==> config.mk <==
export PLATFORM = sky130hd
export DESIGN_NAME = adc_sample_avg
export DESIGN_NICKNAME = d
export VERILOG_FILES = /design/src/rtl/adc_sample_avg.sv
export SDC_FILE = /design/constraint.sdc
export NUM_CORES = 1
export LEC_CHECK = 0
export CAP_MARGIN = 20
export CORE_MARGIN = 2
export CORE_UTILIZATION = 40
export DETAILED_ROUTE_END_ITERATION = 6
export GPL_ROUTABILITY_DRIVEN = 0
export HOLD_SLACK_MARGIN = 0.1
export PLACE_DENSITY = 0.65
export SETUP_SLACK_MARGIN = 0.5
export SLEW_MARGIN = 30
export SYNTH_ARGS = -nofsm -noshare
export SYNTH_HDL_FRONTEND = slang
export SYNTH_SLANG_ARGS = --single-unit
==> constraint.sdc <==
create_clock -name clk_100 -period 11.7 [get_ports clk_100]
set_input_delay 1.755 -clock clk_100 [delete_from_list [all_inputs] [get_ports clk_100]]
set_output_delay 1.755 -clock clk_100 [all_outputs]
set_load 0.01 [all_outputs]
==> src/rtl/adc_sample_avg.sv <==
// adc_sample_avg
//   Consumes the LTC2315 capture stage output. A rising edge of the
//   chip-select marks the end of a conversion frame; after SETTLE cycles
//   the 12-bit sample is taken and folded into a 2^AVG_LOG2-deep moving
//   average. A hysteresis comparator on that average drives event_flag.
//
// Parameters
//   AVG_LOG2 : log2 of the averaging window depth (1..5)
//   SETTLE   : clk_100 cycles from CS rising edge to sampling (0..15)
//
// Ports
//   clk_100    : system clock, rising edge
//   reset      : asynchronous, active-high reset
//   enable     : low clears the window and holds the block idle
//   adc_cs     : ADC chip-select (active low), rising edge = frame end
//   adc_data   : captured ADC word, bits [11:0] used
//   thr_hi     : event_flag sets when avg > thr_hi (set wins)
//   thr_lo     : event_flag clears when avg < thr_lo
//   avg        : current window average
//   avg_valid  : one-cycle pulse when avg updates from a full window
//   event_flag : hysteresis comparator state
//   event_rise : one-cycle pulse on 0->1 of event_flag
//   overrun    : one-cycle pulse when a CS edge arrives while busy
module adc_sample_avg #(
  parameter int unsigned AVG_LOG2 = 3,
  parameter int unsigned SETTLE   = 2
) (
  input  logic        clk_100,
  input  logic        reset,
  input  logic        enable,
  input  logic        adc_cs,
  input  logic [15:0] adc_data,
  input  logic [11:0] thr_hi,
  input  logic [11:0] thr_lo,
  output logic [11:0] avg,
  output logic        avg_valid,
  output logic        event_flag,
  output logic        event_rise,
  output logic        overrun
);

  localparam int unsigned N  = 1 << AVG_LOG2;
  localparam int unsigned SW = 12 + AVG_LOG2;
  localparam logic [AVG_LOG2:0] FULL = (AVG_LOG2 + 1)'(N);

  typedef enum logic [1:0] {
    S_IDLE,
    S_WAIT,
    S_CAPTURE,
    S_UPDATE
  } state_t;

  state_t r_state;
  state_t w_state_nxt;

  logic                r_cs_d;
  logic                w_edge;
  logic [3:0]          r_settle;
  logic [11:0]         r_buf [N];
  logic [SW-1:0]       r_sum;
  logic [AVG_LOG2-1:0] r_wr_ptr;
  logic [AVG_LOG2:0]   r_fill;
  logic [11:0]         r_sample;
  logic [11:0]         r_old;
  logic                r_upd_done;
  logic [11:0]         r_avg;
  logic                r_avg_valid;
  logic                r_flag;
  logic                r_rise;
  logic                r_overrun;

  // Upper nibble of the ADC word carries no sample information.
  logic w_adc_unused;
  assign w_adc_unused = ^adc_data[15:12];

  assign w_edge = adc_cs & ~r_cs_d;

  assign avg        = r_avg;
  assign avg_valid  = r_avg_valid;
  assign event_flag = r_flag;
  assign event_rise = r_rise;
  assign overrun    = r_overrun;

  always_ff @(posedge clk_100 or posedge reset) begin
    if (reset) begin
      r_state <= S_IDLE;
    end else begin
      r_state <= w_state_nxt;
    end
  end

  always_comb begin
    w_state_nxt = r_state;
    case (r_state)
      S_IDLE: begin
        if (w_edge) begin
          w_state_nxt = (SETTLE == 0) ? S_CAPTURE : S_WAIT;
        end
      end
      S_WAIT: begin
        if (r_settle == 4'd1) begin
          w_state_nxt = S_CAPTURE;
        end
      end
      S_CAPTURE: w_state_nxt = S_UPDATE;
      S_UPDATE:  w_state_nxt = S_IDLE;
      default:   w_state_nxt = S_IDLE;
    endcase
    if (!enable) begin
      w_state_nxt = S_IDLE;
    end
  end

  always_ff @(posedge clk_100 or posedge reset) begin
    if (reset) begin
      r_cs_d      <= 1'b1;
      r_settle    <= '0;
      r_sum       <= '0;
      r_wr_ptr    <= '0;
      r_fill      <= '0;
      r_sample    <= '0;
      r_old       <= '0;
      r_upd_done  <= 1'b0;
      r_avg       <= '0;
      r_avg_valid <= 1'b0;
      r_flag      <= 1'b0;
      r_rise      <= 1'b0;
      r_overrun   <= 1'b0;
      for (int unsigned i = 0; i < N; i++) begin
        r_buf[i] <= '0;
      end
    end else begin
      r_cs_d      <= adc_cs;
      r_overrun   <= enable && w_edge && (r_state != S_IDLE);
      r_upd_done  <= 1'b0;
      r_avg_valid <= 1'b0;
      r_rise      <= 1'b0;
      if (!enable) begin
        r_settle <= '0;
        r_sum    <= '0;
        r_wr_ptr <= '0;
        r_fill   <= '0;
        r_avg    <= '0;
        r_flag   <= 1'b0;
        for (int unsigned i = 0; i < N; i++) begin
          r_buf[i] <= '0;
        end
      end else begin
        case (r_state)
          S_IDLE: begin
            if (w_edge) begin
              r_settle <= 4'(SETTLE);
            end
          end
          S_WAIT: r_settle <= r_settle - 4'd1;
          S_CAPTURE: begin
            r_sample <= adc_data[11:0];
            r_old    <= r_buf[r_wr_ptr];
          end
          S_UPDATE: begin
            // The evicted sample is always part of r_sum, so no underflow.
            r_sum           <= r_sum + SW'(r_sample) - SW'(r_old);
            r_buf[r_wr_ptr] <= r_sample;
            r_wr_ptr        <= r_wr_ptr + 1'b1;
            if (r_fill != FULL) begin
              r_fill <= r_fill + 1'b1;
            end
            r_upd_done <= 1'b1;
          end
          default: ;
        endcase

        if (r_upd_done && (r_fill == FULL)) begin
          r_avg       <= r_sum[SW-1:AVG_LOG2];
          r_avg_valid <= 1'b1;
        end

        // Set is tested first so it wins when thr_lo > thr_hi.
        if (r_avg_valid) begin
          if (r_avg > thr_hi) begin
            r_flag <= 1'b1;
            r_rise <= ~r_flag;
          end else if (r_avg < thr_lo) begin
            r_flag <= 1'b0;
          end
        end
      end
    end
  end

endmodule

-- After elaboration in Yosys (flattened, before gate mapping)
Cells that the tools add are included.
- output and inout port bits: 16
- bits in registers: 166
- eq/ne operators: 14
- $lt $le $gt $ge: 4
- add/sub/neg operators: 5
- muxes and demuxes: 35
- reductions and logical operators: 11
- bitwise gates (word level): 4
- operators by type and width (kind ; number):
    2-to-1 mux 96 bit ; 2
    bitwise mux 96 bit ; 1
    2-to-1 mux 12 bit ; 5
    binary-select mux 12 bit (select 3 bit) ; 1
    demux 12 bit (select 3 bit) ; 1
    2-to-1 mux 15 bit ; 2
    2-to-1 mux 4 bit ; 5
    adder 15 x 12 -> 15 bit ; 1
    subtractor 15 x 12 -> 15 bit ; 1
    greater-than comparator 12 bit ; 1
    less-than comparator 12 bit ; 1
    2-to-1 mux 1 bit ; 11
    AND reduction 2 bit ; 5
    inequality test 2 x 1 -> 1 bit, second input constant ; 4
    case mux 2 bit (4 select lines) ; 1
    case mux 4 bit (2 select lines) ; 1
    2-to-1 mux 2 bit ; 3
    2-to-1 mux 3 bit ; 2
    inequality test 3 x 1 -> 1 bit, second input constant ; 2
    inequality test 3 bit, second input constant ; 2
    adder 4 x 1 -> 4 bit, second input constant ; 1
    == test 2 bit, second input constant ; 2
    == test 4 x 1 -> 1 bit, second input constant ; 1
    == test 4 bit, second input constant ; 1
    12 further kinds ; 16

-- Depth between registers and ports, before layout
Gate-level depths: netlist of run 1.
- word-level depth: 8
- depth in mapped cells: 11
- gate-level depth less buffers: 10

-- Worst setup path before layout of run 1
Ideal clock, no wire load.
- path kind: register to register
- start: register r_sample[1]
- end: register r_sum[8]
- stages on the path, launching flop included: 11
- buffers on the path: 1
- setup slack: 8.635 ns
- arrival time: 2.941 ns
- cell sequence: dfrtp_1 clkbuf_1 inv_1 fa_1 inv_1 fa_1 a21o_1 a221o_2 and3_1 mux2_1 o31a_1
- word-level cells in the longest chain between the ends: 4
- RTL lines (element ; RTL line ; RTL):
    start, declared ; 63 ; logic [11:0] r_sample;
    start signal, assigned ; 157 ; r_sample <= adc_data[11:0];
    adder 15 x 12 -> 15 bit ; 162 ; r_sum <= r_sum + SW'(r_sample) - SW'(r_old);
    subtractor 15 x 12 -> 15 bit ; 162 ;
    2-to-1 mux 15 bit ; 149 ; case (r_state)
    2-to-1 mux 15 bit ; 138 ; if (!enable) begin
    end signal, assigned ; 162 ;
    end, declared ; 60 ; logic [SW-1:0] r_sum;
No other way between the ends. The select of a mux whose other input is x is not followed.
A chain may end at the register's enable or synchronous reset.

-- Worst setup path after layout of run 1
Same ends and word-level chain as after synthesis.

==> results of run 1 <==
## layer usage
layer	GRT usage, %	wire, um	up-vias
li1	-	-	3567
met1	26.55	10720	3499
met2	29.54	10520	171
met3	3.348	1135	18
met4	4.719	245	0
met5	0	0	-
## flip-flops by register name, indices dropped and copies added (netlist names), 2 cells and up
signal    cells
r_settle      4
r_state       2
r_buf        96
r_old        12
r_wr_ptr      3
r_fill        4
r_sample     12
r_sum        15
avg          12
## critical path: stages (launching register included)
cell     delay [ns]
dfrtp_1        0.61
inv_1          0.17
fa_1           0.52
inv_1          0.06
fa_1           0.46
a21o_1         0.19
a221o_2        0.40
and3_1         0.20
mux2_1         0.31
o31a_1         0.27
## cell type report
cell class | count | area, um^2
inverters | 84 | 320.3
clock inverters | 15 | 160.2
multi-input cells | 737 | 4836
fillers | 2261 | 12560
repair buffers | 63 | 611.8
well taps | 319 | 399.1
clock buffers | 17 | 425.4
flip-flops and latches | 166 | 4156
## worst max path at each step
stage | from | to | cells after the start
final | r_sample[1] | r_sum[8] | 9
after global routing | r_sample[1] | r_sum[8] | 9
after CTS | reset | r_wr_ptr[2] | 3
after detailed placement | reset | r_wr_ptr[2] | 3
after global placement | reset | r_wr_ptr[2] | 3
after floorplan | reset | avg[0] | 1
## cell families (layout without fill, tap and decap cells)
| logic type | count (synthesis) | count (layout) | share of synthesized area (%) |
|---|---|---|---|
| AOI/OAI and AO/OA | 238 | 238 | 17.78 |
| xor gates and xnor gates | 12 | 12 | 1.098 |
| adders and majority gates | 59 | 59 | 8.656 |
| buffers and inverters | 153 | 179 | 6.302 |
| DFF | 166 | 166 | 43.42 |
| muxes | 51 | 51 | 5.923 |
| and+or+nand+nor | 377 | 377 | 16.81 |
## synthesized netlist by cell type, types with 5 or more instances
library cell  count
a22o_1            5
nand2b_1          6
dfrtp_1         165
a221oi_1          7
mux2i_1          24
nand3b_1          5
xnor2_1           6
nor2_1           27
clkbuf_1         55
a21boi_0        111
xor2_1            6
and2_1            8
nor2b_1          20
a21oi_1          26
inv_1            84
ha_1             47
nand3_1          17
buf_2            11
nand2_1         270
o211ai_1          8
o21ai_0          28
mux2_2           24
a22oi_1          10
nand4_1           7
fa_1             12
a21o_1            7
## metrics by stage
step	instance area, um^2	util (%)	std cells	total power (W)	setup slack (ns)
after detailed placement	10320	43.97	1369	0.001648	7.652
final	10910	46.48	1401	0.002202	8.361
after floorplan	9569	-	1056	0.001431	5.457
after global routing	10910	46.48	1401	0.002375	8.251
after global placement	10300	43.90	1369	0.001628	7.675
after CTS	10910	46.46	1401	0.002218	8.117
## report_power, final
| group | internal (W) | total [W] | leakage, nW | switching (W) |
|---|---|---|---|---|
| combinational | 0.000374 | 0.000878 | 2.14 | 0.000505 |
| clock | 0.000303 | 0.000561 | 0.276 | 0.000258 |
| sequential | 0.000639 | 0.000762 | 2.28 | 0.000123 |
| total | 0.00132 | 0.00220 | 4.69 | 0.000886 |
==> results.yml, run 1 <==
power_and_ir_drop:
  ir_drop_mv: 0.1270
  p_leak_nw: 4.692
  power.density_cell_area_mw_per_mm2: 201.8
sta:
  max_slew_margin_pct: 32.76
  clock.fmax_ghz: 0.2995
  finalHoldViolations: 0
  min_period_ns: 3.339
  fin_setup_tns_ns: 0
  setup_viol: 0
  whs_ns: 0.4651
  tightest_slew_ns: 1.003
  finClkSkew_ns: 0.01479
  rsz0062_at_grt: "no"
  finalCritPeriodShare_pct: 28.54
  slew_violations: 0
clock_tree:
  numCtsBuffers: 17
  clkSinkCount: 166
  cts_resized: 0
  tritoncts: "built"
  clk_pin_slew_ns: 0.08
  cts.htree.levels: 4
  clkLatencyLatePin_ns: 0.43
  cts-root-buf: "clkbuf_16"
  post_cts_buffers: 0
  cts_hold_buf: 0
  cts_max_path_buffers: 2
finish:
  final_common_cell: "nand2_1"
  synthToLayoutAreaGrowth_pct: 14.00
  diodes: 0
  final_cell_mix: "nand2_1, dfrtp_1, a21boi_0"
  drive_gt1_share_pct: 7.671
  num-nets-final: 1172
routing:
  wl_per_cell_um: 16.14
  drt_pre_antenna_iters: 5
  antenna_left: 0
  vias: 7255
  drcViolationCount: 0
  drt-total-wl_um: 22620
  drtIter0Drc: 500
  viasPerCell: 5.178
die:
  dieArea_mm2: 0.02518
  fp-row-count: 56
  start_util_pct: 40.77
  ios: 60
  die_y_um: 158.7
  core_mm2: 0.02347
  die_w_um: 158.7
critical_path:
  r2r-end: "r_sum[8]"
  required_ns: 12.01
  reg2reg_slack_ns: 8.36
  startpoint_type: "flip-flop"
  rr_worst_depth: 9
  path_max_fanout: 10
  cp-end-kind: "flip-flop"
  critPathArrivalTime_ns: 3.64
  worstReg2RegStart: "r_sample[1]"
  worstSetupPathType: "reg2reg"
yosys:
  yosysUniqueCellTypes: 60
  synth_ff_type: "dfrtp_1"
  synth_nets: 1159
  synthCells: 1056
  yosys.area.top_type_share_pct: 43.15
  synth_area_per_cell_um2: 9.062
  synth_area_leader_cell: "dfrtp_1"
  synth_area_leaders: "dfrtp_1, nand2_1, a21boi_0"
  postSynthRegisterBits: 166
  synth_edf_count: 0
  ys_warn_count: 0
  netlist_area_mm2: 0.009569
  synthArstFlopShare_pct: 100.0
  ys_seq_area_share_pct: 43.42
min_path:
  whs_path_depth: 1
  hold_start: "event_flag"
  hold_class: "reg2reg"
  min_to: "event_rise"
outcome:
  status: "finished clean"
place:
  hpwlAfterDp_um: 14410
  port_buffers: 55
global_routing:
  grt_pass1_wl_um: 36580
  grt_usage_pct: 18.67
  antenna_found_initial: 0
  grt_pass1_vias: 6845
  grt-ovfl-total: 0
  grt_max_degree: 104
flow_run:
  cap_violations: 0
Note: power is estimated with default switching activity, not from simulation.
==> run 2: changes to the inputs <==
==> constraint.sdc (replaced) <==
create_clock -name clk_100 -period 3.5 [get_ports clk_100]
set_input_delay 0.525 -clock clk_100 [delete_from_list [all_inputs] [get_ports clk_100]]
set_output_delay 0.525 -clock clk_100 [all_outputs]
set_load 0.01 [all_outputs]
==> results.yml, run 2 (synthesized netlist as in run 1, its figures left out) <==
critical_path:
  reg2reg_slack_ns: 0.61
  worstReg2RegStart: "r_sum[1]"
  startpoint_type: "flip-flop"
  crit_buf_inv: 2
  path_max_fanout: 4
  cpPeakStageDelay_ns: 0.53
  crit_slowest_cell: "fa_1"
  critPathArrivalTime_ns: 3.20
  worstSetupStartpoint: "r_sum[1]"
  cp-end-kind: "flip-flop"
  cp_cell_sequence: "inv_1, fa_1, inv_1, fa_2, a21o_1, a221o_2, and3_1, mux2_1, o31a_1"
  r2r-end: "r_sum[8]"
  required_ns: 3.81
  cp.depth: 9
  crit_top_cell: "inv_1"
  cp_top_family: "adder cells"
  rr_worst_depth: 9
  worstSetupPathType: "reg2reg"
global_routing:
  grt_util_met1_pct: 26.35
  top_usage_layer: "met2"
  use_met2_pct: 32.51
  grt_pass1_wl_um: 38250
  met3_usage_pct: 3.293
  grt_max_degree: 103
  grt_pass1_vias: 7370
  antenna_found_initial: 1
  grt-ovfl-total: 0
  grt_usage_pct: 19.52
sta:
  finClkSkew_ns: 0.01789
  whs_ns: 0.4665
  max_slew_margin_pct: 40.38
  fin_setup_tns_ns: 0
  finalCritPeriodShare_pct: 82.47
  finalHoldViolations: 0
  setup_viol: 0
  rsz0062_at_grt: "no"
  min_period_ns: 2.886
  clock.fmax_ghz: 0.3465
  tightest_slew_ns: 0.8943
  slew_violations: 0
clock_tree:
  cts-root-buf: "clkbuf_16"
  cts_hold_buf: 0
  clkSinkCount: 166
  numCtsBuffers: 17
  clk_pin_slew_ns: 0.07
  clkLatencyLatePin_ns: 0.44
  cts.htree.levels: 4
  tritoncts: "built"
  cts_max_path_buffers: 2
place:
  placed_area_mm2: 0.01049
  port_buffers: 55
  hpwlAfterDp_um: 15780
finish:
  multi_input_area_mm2: 0.004851
  num-nets-final: 1199
  diodes: 0
  synthToLayoutAreaGrowth_pct: 16.66
  largest_reg_flops: 96
  final_common_cell: "nand2_1"
  drive_gt1_share_pct: 9.558
  top_register: "r_buf"
  final_cell_mix: "nand2_1, dfrtp_1, a21boi_0"
  fill_cells: 2217
  register_area_mm2: 0.004158
  largestRegisters: "r_buf: 96 flops, r_sum: 15 flops"
  design_area_mm2: 0.01116
power_and_ir_drop:
  totalPowerFinal_w: 0.007702
  power.density_cell_area_mw_per_mm2: 689.9
  p_leak_nw: 4.833
  ir_drop_mv: 0.3669
min_path:
  whs_path_depth: 1
  hold_class: "reg2reg"
  hold_start: "event_flag"
  min_to: "event_rise"
die:
  start_util_pct: 40.77
  die_y_um: 158.7
  core_mm2: 0.02347
  fp-row-count: 56
  dieArea_mm2: 0.02518
  die_w_um: 158.7
  ios: 60
routing:
  drtIter0Drc: 513
  wl_per_cell_um: 16.33
  drt-total-wl_um: 23310
  antenna_left: 0
  vias: 7369
  viasPerCell: 5.160
  drcViolationCount: 0
  drt_pre_antenna_iters: 5
outcome:
  status: "finished clean"
flow_run:
  cap_violations: 0
-- run 2: area by class of cell --
cell class / instances / area share (%)
flip-flops and latches: 166 / 37.25
clock buffers: 21 / 4.035
clock inverters: 11 / 1.345
inverters: 84 / 2.858
well taps: 319 / 3.575
multi-input cells: 737 / 43.45
repair buffers: 90 / 7.487
-- run 2: stage by stage --
step / worst slack [ns] / std cells / utilization (%)
floorplan: 0.5364 / 1056 / -
global placement: 0.4204 / 1392 / 44.70
detailed placement: 0.4262 / 1392 / 44.71
CTS: 0.5311 / 1424 / 47.27
global route: 0.5152 / 1428 / 47.56
finish: 0.6137 / 1428 / 47.56
-- run 2: where the power goes --
part	switching, W	leakage [nW]	internal, W
registers	0.000296	2.28	0.00214
clock network	0.000792	0.288	0.00114
logic	0.00189	2.27	0.00144
total	0.00298	4.83	0.00473
-- run 2: worst max-delay path by stage --
stage / endpoint / slack, ns
after detailed placement: r_sum[8] / 0.43
after floorplan: r_sum[8] / 0.54
after global placement: r_sum[8] / 0.42
after CTS: r_sum[8] / 0.53
final: r_sum[8] / 0.61
after global routing: r_sum[8] / 0.52
-- run 2: per-layer routing --
metal | part of all wire, % | wire length [um]
met3 | 5.1 | 1183
met5 | 0.069 | 16
met4 | 1.6 | 365
met2 | 47 | 10990
met1 | 46 | 10760
-- run 2: timing repair --
action / CTS / global route
pin swaps: 0 / 1
setup endpoints to repair: 1 / 6
setup buffers: 0 / 4
resized for setup: 1 / 5
hold endpoints to repair: 0 / 0
-- run 2: worst reg2reg max path: stages (launching register included) --
cell	delay, ns
dfrtp_1	0.35
inv_1	0.06
fa_1	0.53
inv_1	0.07
fa_2	0.40
a21o_1	0.18
a221o_2	0.40
and3_1	0.20
mux2_1	0.30
o31a_1	0.27
